<file path="config.mk">
export PLATFORM = sky130hd
export DESIGN_NAME = stack_controller
export DESIGN_NICKNAME = d
export VERILOG_FILES = /design/src/rtl/stack_controller.sv
export SDC_FILE = /design/constraint.sdc
export NUM_CORES = 1
export LEC_CHECK = 0
export ABC_AREA = 1
export ABC_CLOCK_PERIOD_IN_PS = 1600
export CAP_MARGIN = 10
export CORE_MARGIN = 1
export CORE_UTILIZATION = 38
export CTS_CLUSTER_DIAMETER = 60
export DETAILED_ROUTE_END_ITERATION = 6
export PLACE_DENSITY = 0.83
export RECOVER_POWER = 100
export SYNTH_ARGS = -nofsm -noshare
export SYNTH_HDL_FRONTEND = slang
export SYNTH_SLANG_ARGS = --single-unit
</file>
<file path="constraint.sdc">
create_clock -name Clock -period 1.6 [get_ports Clock]
set_input_delay 0.32 -clock Clock [delete_from_list [all_inputs] [get_ports Clock]]
set_output_delay 0.32 -clock Clock [all_outputs]
set_load 0.1 [all_outputs]
</file>
<file path="src/rtl/stack_controller.sv">
// stack_controller: push/pop engine that owns the stack pointer and drives
// the stack port of the data memory. Push is a one-cycle write transaction;
// pop holds the address for READ_LAT cycles and then captures the
// registered read data. Overflow/underflow are trapped here and never
// reach memory.
module stack_controller #(
  parameter int unsigned DEPTH    = 100,
  parameter int unsigned SP_W     = 7,
  parameter int unsigned READ_LAT = 1
) (
  input  logic            Clock,
  input  logic            Reset,
  input  logic            Push,
  input  logic            Pop,
  input  logic            Clear,
  input  logic [31:0]     PushData,
  output logic            Ready,
  output logic [31:0]     PopData,
  output logic            PopValid,
  output logic            Full,
  output logic            Empty,
  output logic            Overflow,
  output logic            Underflow,
  output logic [SP_W-1:0] StackPointer,
  output logic [31:0]     MemAddr,
  output logic [31:0]     MemDataIn,
  output logic            MemWrite,
  output logic            MemUseStk,
  input  logic [31:0]     MemDataOut
);

  typedef enum logic [1:0] {
    StIdle,
    StWrite,
    StReadWait
  } state_t;

  localparam logic [SP_W-1:0] SpDepth = SP_W'(DEPTH);
  localparam logic [SP_W-1:0] SpOne   = SP_W'(1);
  localparam logic [1:0]      LatInit = 2'(READ_LAT);

  state_t          state;
  logic [1:0]      waitCount;
  logic [SP_W-1:0] spMinusOne;

  // Status decoded straight from the stack pointer and controller state
  assign Full       = (StackPointer == SpDepth);
  assign Empty      = (StackPointer == '0);
  assign Ready      = (state == StIdle) && !Reset;
  assign spMinusOne = StackPointer - SpOne;

  // Controller FSM: request arbitration, memory sequencing and SP update
  always_ff @(posedge Clock) begin
    if (Reset) begin
      state        <= StIdle;
      StackPointer <= '0;
      waitCount    <= '0;
      PopData      <= '0;
      PopValid     <= 1'b0;
      Overflow     <= 1'b0;
      Underflow    <= 1'b0;
      MemAddr      <= '0;
      MemDataIn    <= '0;
      MemWrite     <= 1'b0;
      MemUseStk    <= 1'b0;
    end else begin
      PopValid <= 1'b0;
      unique case (state)
        StIdle: begin
          // Clear beats Pop beats Push; losers are dropped without a flag
          if (Clear) begin
            StackPointer <= '0;
          end else if (Pop) begin
            if (Empty) begin
              Underflow <= 1'b1;
            end else begin
              MemAddr   <= 32'(spMinusOne);
              MemWrite  <= 1'b0;
              MemUseStk <= 1'b1;
              waitCount <= LatInit;
              state     <= StReadWait;
            end
          end else if (Push) begin
            if (Full) begin
              Overflow <= 1'b1;
            end else begin
              MemAddr   <= 32'(StackPointer);
              MemDataIn <= PushData;
              MemWrite  <= 1'b1;
              MemUseStk <= 1'b1;
              state     <= StWrite;
            end
          end
        end
        StWrite: begin
          MemWrite     <= 1'b0;
          MemUseStk    <= 1'b0;
          StackPointer <= StackPointer + SpOne;
          state        <= StIdle;
        end
        StReadWait: begin
          // Counter hits zero once the data is valid; capture on the next edge
          if (waitCount == '0) begin
            PopData      <= MemDataOut;
            PopValid     <= 1'b1;
            StackPointer <= spMinusOne;
            MemUseStk    <= 1'b0;
            state        <= StIdle;
          end else begin
            waitCount <= waitCount - 2'd1;
          end
        end
        default: state <= StIdle;
      endcase
    end
  end

endmodule

</file>
# == Word-level counts from Yosys, hierarchy flattened ==
# Cells that the tools add are included.
# Widths: inputs -> output; s select.
# word_totals
ramBits,0
inputBits,69
latch_bits,0
out_inout_bits,111
mem_bits_ro,0
ff_bits,112
elab_cells,83
mem_count,0
# classes
n_bitwise,4
n_eq_ne,14
n_div,0
magnitude_cmp,0
n_reduce_logical,20
add_sub_neg,3
n_shift,0
muxes,31
multipliers,0
# op_table
cell,n
$mux 32,4
$reduce_and 5->1,6
$pmux 7 s3,1
$mux 2,10
$ne 2x2->1 const B,8
$mux 7,2
$mux 1,10
$ne 3x3->1 const B,3
$pmux 2 s2,2
$add 7x1->7 const B,1
$eq 7x7->1 const B,1
$logic_not 7->1,1
$sub 7x1->7 const B,1
$reduce_and 6->1,1
$reduce_bool 2->1,3
$logic_not 2->1,2
$not 1->1,4
$reduce_and 4->1,1
$pmux 1 s3,1
$reduce_and 3->1,1
$reduce_bool 3->1,1
$eq 2x1->1 const B,1
$eq 2x2->1 const B,1
$pmux 1 s2,1
5 further kinds,5

# == Longest topological paths before layout ==
# Gate-level depths: netlist of run 1.
# depth
word_depth,6
mapped_depth,12
mapped_depth_nobuf,11

# == Worst setup path after synthesis of run 1 ==
# No wires, ideal clock.
# synth_path
path_type,reg2reg
from,reg StackPointer[0]
to,reg state[0]
required_ns,1.487
slack_ns,-1.170
arrival_ns,2.657
setup_ns,0.113
path_buffers,0
stages_incl_launch_ff,12
synth_period_minus_slack_ns,2.770
path_cell_list,dfxtp_1 -> inv_1 -> ha_1 -> inv_1 -> nor2_1 -> inv_1 -> nor2_2 -> nand3_1 -> nand3_1 -> nor2_1 -> nor2_1 -> nor2_1
# synth_between
elab_chain_len,3
elab_cells_between_ends,5
classes_between,eq/ne: 3; reduce/logical: 2
# synth_rtl
item,line_no,text
from (decl),24,"output logic [SP_W-1:0] StackPointer,"
from (signal assigned),98,StackPointer <= StackPointer + SpOne;
from (signal assigned),106,StackPointer <= spMinusOne;
$logic_not 7->1,48,assign Empty = (StackPointer == '0);
via Empty,21,"output logic Empty,"
$ne 3x3->1 (no line),--,
$reduce_and 5->1 (no line),--,
to (signal assigned),55,state <= StIdle;
to (signal assigned),81,state <= StReadWait;
to (signal assigned),91,state <= StWrite;
to (decl),42,state_t state;
# The timed path passes the listed nets, and every way through them passes these cells.
# A chain may end at the register's enable or synchronous reset.

# == Worst setup path after layout of run 1 ==
# layout_path
from,reg StackPointer[0]
to,out Full
# layout_between
elab_chain_len,1
# layout_rtl
item,line_no,text
$eq 7x7->1,47,assign Full = (StackPointer == SpDepth);
to (decl),20,"output logic Full,"
# No other way between the ends.

==> results.cfg, run 1 <==
[outcome]
status = finished with violations
violations = negative setup slack

[grt]
use_met2_pct = 39.5
grt_pass1_vias = 3994
grt-ovfl-total = 0
grt_max_degree = 73
met3_usage_pct = 5.80
grt_use_met1_pct = 23.3
grt_busiest_layer = met2
grt_antenna_before_repair = 0
grt_usage_pct = 21.6
grt_pass1_wl_um = 19000

[critical_path]
arrival_ns = 1.43
crit_chain = clkinv_4 -> ha_4 -> nand2_4 -> nor2_4 -> nand2_4 -> clkinvlp_4 -> buf_12
cp_slowest_stage_delay_ns = 0.36
worstPathRequired_ns = 1.28
crit_path_top_delay_cell = dfxtp_4
crit_type = reg2out
cp-start-kind = register
crit_fanout = 2
crit_top_cell = nand2_4
cp-end-kind = output port

[die]
dieArea_um2 = 10900
io_pins = 180
initial_core_util_pct = 38.9
die_w_um = 105
core-area_um2 = 10300
die_y_um = 105
rows = 37

[place]
portBuffers = 154
place_congestion = 0.881
place_area_um2 = 6660
place.detailed.hpwl_um = 8930

[logic_synthesis]
synth_edf_count = 0
yosys.area.top_type = dfxtp_1
mappedNetlistArea_um2 = 4000
synth_compound_area_share_pct = 13.0
ys_types = 33
synth_warnings = 0
synth_top_cell_area_share_pct = 43.6
yosys.area_share.adder_pct = 2.50
synth_area_per_cell_um2 = 7.42
synthTopCellsByCount = nor2_1, dfxtp_1, o21ai_0
synth_top_family_by_area = simple AND/OR/NAND/NOR gates
ys.flop_type = dfxtp_1
yosys.area_share.simple_pct = 27.6
synth-seq-area-share_pct = 43.6
synth_seq_cells = 87
synth-xor-area-share_pct = 0.876
yosys-top-cells-area = dfxtp_1, nor2_1, o21ai_0, nand2_1, buf_4
synthArstFlopShare_pct = 0
synth_mux_area_share_pct = 0
yosysMostFrequentCell = nor2_1
synthCells = 539

[drt]
drc = 0
routedWlPerCell_um = 14.4
ant_nets = 0
drtIter0Drc = 218
finalWirelength_um = 12400
viasPerCell = 4.78
first_pass_iters = 4
routed-via-count = 4137

[flow_run]
cap_violations = 0

[cts]
clk_path_buf_depth = 2
cts_root_buffer = clkbuf_8
clkSinkCount = 87
path_clk_slew_ns = 0.08
cts-buffers-inserted = 9
holdBufCountCts = 0
insertion_delay_ns = 0.36
cts_tree = built
htree_num_levels = 3

[power_and_ir_drop]
p_leak_nw = 2.71
total_power_w = 0.0128
cellPowerDensity_nw_per_um2 = 2080
ir_worst_vdd_v = 0.00111

[sta]
setup_viol = 7
finalCriticalPeriod_ns = 1.75
worst_pin_slew_ns = 0.514
max_freq_mhz = 571
hold_violations = 0
relSlewSlack_pct = 66.0
slew_viol_final = 0
fin_ws_ns = -0.152
skew_ns = 0.0131
fin_crit_sh_pct = 109
rsz0062_at_grt = true

[cells_and_area]
num-nets-final = 802
design_area_um2 = 6160
layout-drive-gt1-share_pct = 30.8
syn2layout_area_growth_pct = 54.0
n_antenna_cell = 0

[hold_path]
min_path_type = reg2reg
## metal layers
| layer | up-vias | wire length [um] |
|---|---|---|
| li1 | 2043 | - |
| met4 | 0 | 388 |
| met3 | 35 | 738 |
| met1 | 1890 | 4920 |
| met2 | 169 | 6400 |
| met5 | - | 0 |
## layout make-up
| type | instances | area, um2 |
|---|---|---|
| clock buffer | 10 | 128 |
| clock inverter | 6 | 51.3 |
| fill | 905 | 4120 |
| inverter | 31 | 145 |
| multi-input combinational | 394 | 2030 |
| sequential | 87 | 1770 |
| tap | 136 | 170 |
| timing repair buffer | 202 | 1870 |
## worst max-delay path, delay by kind of cell, from the launching register on
| family | cells | cell delay (ns) |
|---|---|---|
| DFF | 1 | 0.36 |
| and+or+nand+nor | 3 | 0.26 |
| buffers and inverters | 3 | 0.31 |
| adders and majority gates | 1 | 0.15 |
## per-stage QoR
stage,TNS (ns),hold slack (ns),worst slack [ns],instances,util (%)
floorplan,-1.67,0.454,-0.322,563,-
global placement,-4.97,0.468,-0.155,831,64.8
detailed placement,-8.33,0.502,-0.237,831,64.8
CTS,-0.410,0.520,-0.155,856,67.7
global route,-1.81,0.500,-0.217,866,59.9
finish,-0.488,0.477,-0.152,866,59.9
## registers in the layout, indices dropped and copies added, names as in the netlist
register      flops
MemDataIn        32
PopData          32
MemAddr           7
StackPointer      7
state             2
waitCount         2
MemUseStk         1
MemWrite          1
Overflow          1
PopValid          1
Underflow         1
## placed cells by master (no fill, tap or decap), types with 11 or more instances in the layout
cell type / instances
buf_12: 20
buf_2: 37
buf_4: 41
clkbuf_4: 34
clkdlybuf4s50_1: 68
conb_1: 25
dfxtp_1: 79
inv_1: 14
nand2_1: 49
nand2_2: 12
nand3_1: 13
nor2_1: 147
nor2_4: 11
o21ai_0: 61
o21ai_1: 19
## cell families (layout without fill, tap and decap cells)
group                      Yosys count  in the layout
other                                1             25
buffers and inverters               83            249
xor gates and xnor gates             4              4
DFF                                 87             87
and+or+nand+nor                    257            258
AOI/OAI and AO/OA                   99             99
adders and majority gates            8              8
## power breakdown
group          switching [W]  internal (W)
Clock               0.000840      0.000587
Sequential          0.000318       0.00269
Combinational        0.00614       0.00225
## repair_timing
item / in CTS / in global routing
pin swaps: 6 / 23
gates cloned: 0 / 2
gates resized for setup: 16 / 38
buffers inserted: 10 / 10
setup endpoints to repair: 11 / 47
## worst paths after layout
check | startpoint | to | slack, ns | cells past startpoint
hold / removal | MemAddr[0] | MemAddr[0] | 0.48 | 2
hold reg to reg | MemAddr[0] | MemAddr[0] | 0.48 | 2
setup / recovery | StackPointer[0] | Full | -0.15 | 7
setup reg to reg | state[0] | StackPointer[1] | -0.04 | 12
(Power assumes the default switching activity.)
==> run 2, diff against run 1 <==
TNS_END_PERCENT = 5   (was unset)
==> run 2 against run 1 <==
Against the previous run:
- the flow still finishes with violations (negative setup slack)
- register-to-register slack about the same
- routed wire length increased by 1.3%
- sequential share of layout area increased by 0.52 points
- clock power increased by 24%
- clock skew decreased by 0.0024 ns
- global-route usage increased by 0.16 points
- hold slack improved by 0.0061 ns
- critical endpoint unchanged
==> results.cfg, run 2 (same netlist as run 1, synthesis figures left out) <==
[power_and_ir_drop]
p_leak_nw = 2.71
ir_worst_vdd_v = 0.00101
cellPowerDensity_nw_per_um2 = 2100

[place]
portBuffers = 154
place_congestion = 0.928
preCtsSetupSlack_ns = -0.271
dp.cells = 834
place.detailed.hpwl_um = 9320

[critical_path]
cp-start-kind = register
arrival_ns = 1.43
crit_top_cell = nand2_4
worstPathRequired_ns = 1.28
crit_type = reg2out
rrSetupSlack_ns = -0.03
crit_path_top_delay_cell = dfxtp_4
cp-end-kind = output port
worstSetupStartpoint = StackPointer[1]
rr_startpoint = StackPointer[1]
r2r-end = MemDataIn[22]
cp_slowest_stage_delay_ns = 0.36
crit_end = Full
crit_chain = inv_4 -> ha_4 -> nand2_4 -> nor2_4 -> nand2_4 -> clkinvlp_4 -> buf_12
crit_fanout = 2
reg2reg_depth = 12

[cts]
cts_root_buffer = clkbuf_8
path_clk_slew_ns = 0.09
cts-buffers-inserted = 9
clk_path_buf_depth = 2
htree_num_levels = 3
insertion_delay_ns = 0.35
clkSinkCount = 87
holdBufCountCts = 0
cts_tree = built

[drt]
first_pass_iters = 5
viasPerCell = 4.83
routedWlPerCell_um = 14.6
routed-via-count = 4161
drtIter0Drc = 237
finalWirelength_um = 12600
drc = 0
ant_nets = 0

[sta]
slew_viol_final = 0
setup_viol = 12
rsz0062_at_grt = true
finalCriticalPeriod_ns = 1.75
skew_ns = 0.0107
relSlewSlack_pct = 64.3
hold_violations = 0
fin_ws_ns = -0.154
fin_crit_sh_pct = 110
max_freq_mhz = 570
worst_pin_slew_ns = 0.538

[cells_and_area]
n_antenna_cell = 0
top_regs = MemDataIn: 32 flops, PopData: 32 flops
mostFrequentLayoutCell = nor2_1
stdcell_count = 861
syn2layout_area_growth_pct = 50.9
num-nets-final = 797
layout_common_cells = nor2_1, dfxtp_1, clkdlybuf4s50_1
layout-drive-gt1-share_pct = 31.2

[grt]
grt_pass1_wl_um = 19100
grt_antenna_before_repair = 0
grt_usage_pct = 21.8
grt_pass1_vias = 3954
grt_max_degree = 73
grt-ovfl-total = 0

[die]
initial_core_util_pct = 38.9
die_y_um = 105
die_w_um = 105
rows = 37
core-area_um2 = 10300
io_pins = 180
dieArea_um2 = 10900

[flow_run]
cap_violations = 0

[hold_path]
min_path_type = reg2reg

[outcome]
violations = negative setup slack
status = finished with violations
-- run 2: cell count changes in the layout (fill, tap and decap cells not counted), sizes merged --
cell	delta
buf	+14
nand2	-1
clkbuf	-19
clkinv	-2
bufinv	+2
clkdlybuf4s50	-1
dlygate4sd3	+1
inv	+1
-- run 2: final cells by class --
cell class / instances / area (um2)
clock buffers: 9 / 124
clock inverters: 7 / 113
flip-flops and latches: 87 / 1770
repair buffers: 198 / 1700
multi-input cells: 393 / 2020
well taps: 136 / 170
fillers: 908 / 4240
inverters: 31 / 135
-- run 2: power breakdown --
group          leakage [nW]  total (W)  internal (W)  switching, W
combinational          1.88    0.00793       0.00193       0.00600
clock                 0.115    0.00177      0.000915      0.000857
sequential            0.715    0.00300       0.00268      0.000321
-- run 2: metrics by stage --
stage | total power [W] | util (%) | setup TNS [ns] | instance area (um2) | hold slack, ns
finish | 0.0127 | 58.7 | -0.488 | 6040 | 0.483
global route | 0.0133 | 58.7 | -2.83 | 6040 | 0.504
CTS | 0.0141 | 67.9 | -0.341 | 6980 | 0.501
detailed placement | 0.0122 | 64.8 | -9.77 | 6660 | 0.484
global placement | 0.0120 | 64.8 | -6.90 | 6660 | 0.469
floorplan | 0.00897 | - | -3.81 | 4160 | 0.454
-- run 2: per-layer routing --
layer | wire (um) | global-route usage [%]
met5 | 0 | 0
met4 | 386 | 9.05
met3 | 681 | 3.43
met2 | 6520 | 40.3
met1 | 5010 | 24.7
-- run 2: worst min path at each step --
stage,startpoint,to,slack [ns],cells past startpoint
after floorplan,waitCount[0],waitCount[0],0.45,2
after global placement,waitCount[0],waitCount[0],0.47,2
after detailed placement,waitCount[1],waitCount[1],0.48,2
after CTS,waitCount[0],waitCount[0],0.50,2
after global routing,MemAddr[1],MemAddr[1],0.50,2
final,MemAddr[1],MemAddr[1],0.48,2
-- run 2: what timing repair did --
item / CTS / global route
gates cloned: 0 / 0
setup buffers: 8 / 3
resized for setup: 9 / 46
setup endpoints to repair: 11 / 52
pin swaps: 4 / 5
-- run 2: critical path, delay by kind of cell, from the launching register on --
family	cells	cell delay (ns)
buffers and inverters	3	0.32
adders and majority gates	1	0.15
DFF	1	0.36
and+or+nand+nor	3	0.26
==> run 3, diff against run 2 <==
--- a/config.mk
+++ b/config.mk
@@ -15,4 +15,5 @@
 export PLACE_DENSITY = 0.83
 export RECOVER_POWER = 100
+export SLEW_MARGIN = 20
 export SYNTH_ARGS = -nofsm -noshare
 export SYNTH_HDL_FRONTEND = slang
==> constraint.sdc (replaced) <==
create_clock -name Clock -period 1.6 [get_ports Clock]
set_input_delay 0.16 -clock Clock [delete_from_list [all_inputs] [get_ports Clock]]
set_output_delay 0.16 -clock Clock [all_outputs]
set_load 0.1 [all_outputs]
==> run 3 against run 2 <==
Against the previous run:
- register-to-register slack improved by 0.04 ns
- the flow still finishes with violations (negative setup slack)
- via count decreased by 2.8%
- highest routed layer unchanged
- critical path depth unchanged
- clock skew increased by 0.0080 ns
- non-clock buffer count decreased by 3
- die area unchanged
==> results.cfg, run 3 (same netlist as run 1, synthesis figures left out) <==
[outcome]
status = finished with violations
violations = negative setup slack

[grt]
grt_pass1_wl_um = 19200
grt-ovfl-total = 0
grt_max_degree = 73
grt_antenna_before_repair = 0
grt_pass1_vias = 4011
grt_usage_pct = 21.9

[die]
initial_core_util_pct = 38.9
die_y_um = 105
core-area_um2 = 10300
dieArea_um2 = 10900
die_w_um = 105
io_pins = 180
rows = 37

[critical_path]
crit_type = reg2out
rrSetupSlack_ns = 0.01
crit_chain = inv_4 -> ha_4 -> nand2_2 -> nor2_4 -> nand2_2 -> clkinvlp_4 -> buf_12
worstPathRequired_ns = 1.44
crit_fanout = 2
crit_top_cell = nand2_2
cp-end-kind = output port
cp-start-kind = register
arrival_ns = 1.46
cp_slowest_stage_delay_ns = 0.36
crit_path_top_delay_cell = dfxtp_4

[place]
dp.cells = 835
place_congestion = 0.924
preCtsSetupSlack_ns = -0.122
place.detailed.hpwl_um = 8960
portBuffers = 154

[drt]
routedWlPerCell_um = 14.2
routed-via-count = 4046
first_pass_iters = 5
finalWirelength_um = 12200
drtIter0Drc = 162
viasPerCell = 4.72
ant_nets = 0
drc = 0

[cells_and_area]
fillCellCount = 961
num-nets-final = 794
layout_common_cells = nor2_1, dfxtp_1, clkbuf_2
syn2layout_area_growth_pct = 45.5
stdcell_count = 858
post-route-util_pct = 56.6
n_antenna_cell = 0
layout-drive-gt1-share_pct = 28.5
top_regs = MemDataIn: 32 flops, PopData: 32 flops
mostFrequentLayoutCell = nor2_1

[sta]
setup_viol = 1
fin_ws_ns = -0.0230
finalCriticalPeriod_ns = 1.62
fin_crit_sh_pct = 101
relSlewSlack_pct = 61.7
whs_ns = 0.409
rsz0062_at_grt = true
setup_tns_ns = -0.0230
max_freq_mhz = 616
skew_ns = 0.0187
hold_violations = 0
slew_viol_final = 0
worst_pin_slew_ns = 0.576

[cts]
path_clk_slew_ns = 0.10
clkSinkCount = 87
holdBufCountCts = 0
clk_path_buf_depth = 2
cts_root_buffer = clkbuf_8
htree_num_levels = 3
insertion_delay_ns = 0.37
cts_tree = built
cts-buffers-inserted = 9

[power_and_ir_drop]
ir_worst_vdd_v = 0.00115
p_leak_nw = 2.59
cellPowerDensity_nw_per_um2 = 2160
intPower_w = 0.00547
swShare_pct = 56.4
power_frac_comb_pct = 60.5
clkPwrFrac_pct = 15.5
p_sw_w = 0.00708
seqPwrFrac_pct = 23.9

[flow_run]
cap_violations = 0

[hold_path]
min_path_type = in2reg
## run 3: changes by cell type in the layout (fill, tap and decap cells not counted), moves of 7 or more
| cell | previous run | this run |
|---|---|---|
| clkbuf_4 | 16 | 4 |
| clkbuf_2 | 1 | 77 |
| nor2_1 | 133 | 148 |
| buf_2 | 58 | 1 |
| nor2_2 | 20 | 7 |
| buf_12 | 15 | 8 |
## run 3: area by class of cell
class	count	area (um2)	share of cell area, %
Sequential cell	87	1770	30.4
Inverter	31	125	2.15
Multi-Input combinational cell	393	1950	33.5
Clock buffer	9	124	2.13
Timing Repair Buffer	195	1550	26.6
Tap cell	136	170	2.93
Clock inverter	7	133	2.28
## run 3: routing by layer
metal / track usage, % / part of all wire (%) / vias up
met5: 0 / 0 / -
met4: 8.65 / 2.4 / 0
met3: 2.62 / 4.3 / 25
met2: 39.9 / 51 / 143
met1: 26.2 / 42 / 1858
li1: - / - / 2020
## run 3: final timing paths
| path | startpoint | to | cells after the start |
|---|---|---|---|
| worst max-delay path | StackPointer[0] | Full | 7 |
| worst min-delay path | MemDataOut[12] | PopData[12] | 3 |
| worst max register to register | StackPointer[0] | MemAddr[5] | 12 |
| worst min register to register | MemAddr[1] | MemAddr[1] | 2 |
## run 3: metrics by stage
step	instance area, um2	total power [W]
final	5820	0.0126
after global routing	5820	0.0132
after CTS	6950	0.0142
after detailed placement	6650	0.0122
after global placement	6650	0.0120
after floorplan	4160	0.00897
## run 3: power by group through the flow
stage               Combinational (W)  Sequential (W)  Clock [W]
CTS                           0.00899         0.00323    0.00198
global placement              0.00878         0.00324          0
finish                        0.00760         0.00300    0.00195
global route                  0.00802         0.00307    0.00206
floorplan                     0.00268         0.00629          0
detailed placement            0.00891         0.00327          0
## run 3: worst max-delay path: cells and delay by family, from the launching register on
family                   cells  cell delay, ns
AND/OR/NAND/NOR              3            0.27
buffers and inverters        3            0.33
flip-flops                   1            0.36
adder cells (fa/ha/maj)      1            0.13
## run 3: timing repair
| action | 4_1_cts | 5_1_grt |
|---|---|---|
| pin swaps | 4 | 4 |
| setup buffers | 3 | 5 |
| gates cloned | 0 | 0 |
| resized for setup | 9 | 24 |
| setup endpoints to repair | 38 | 78 |
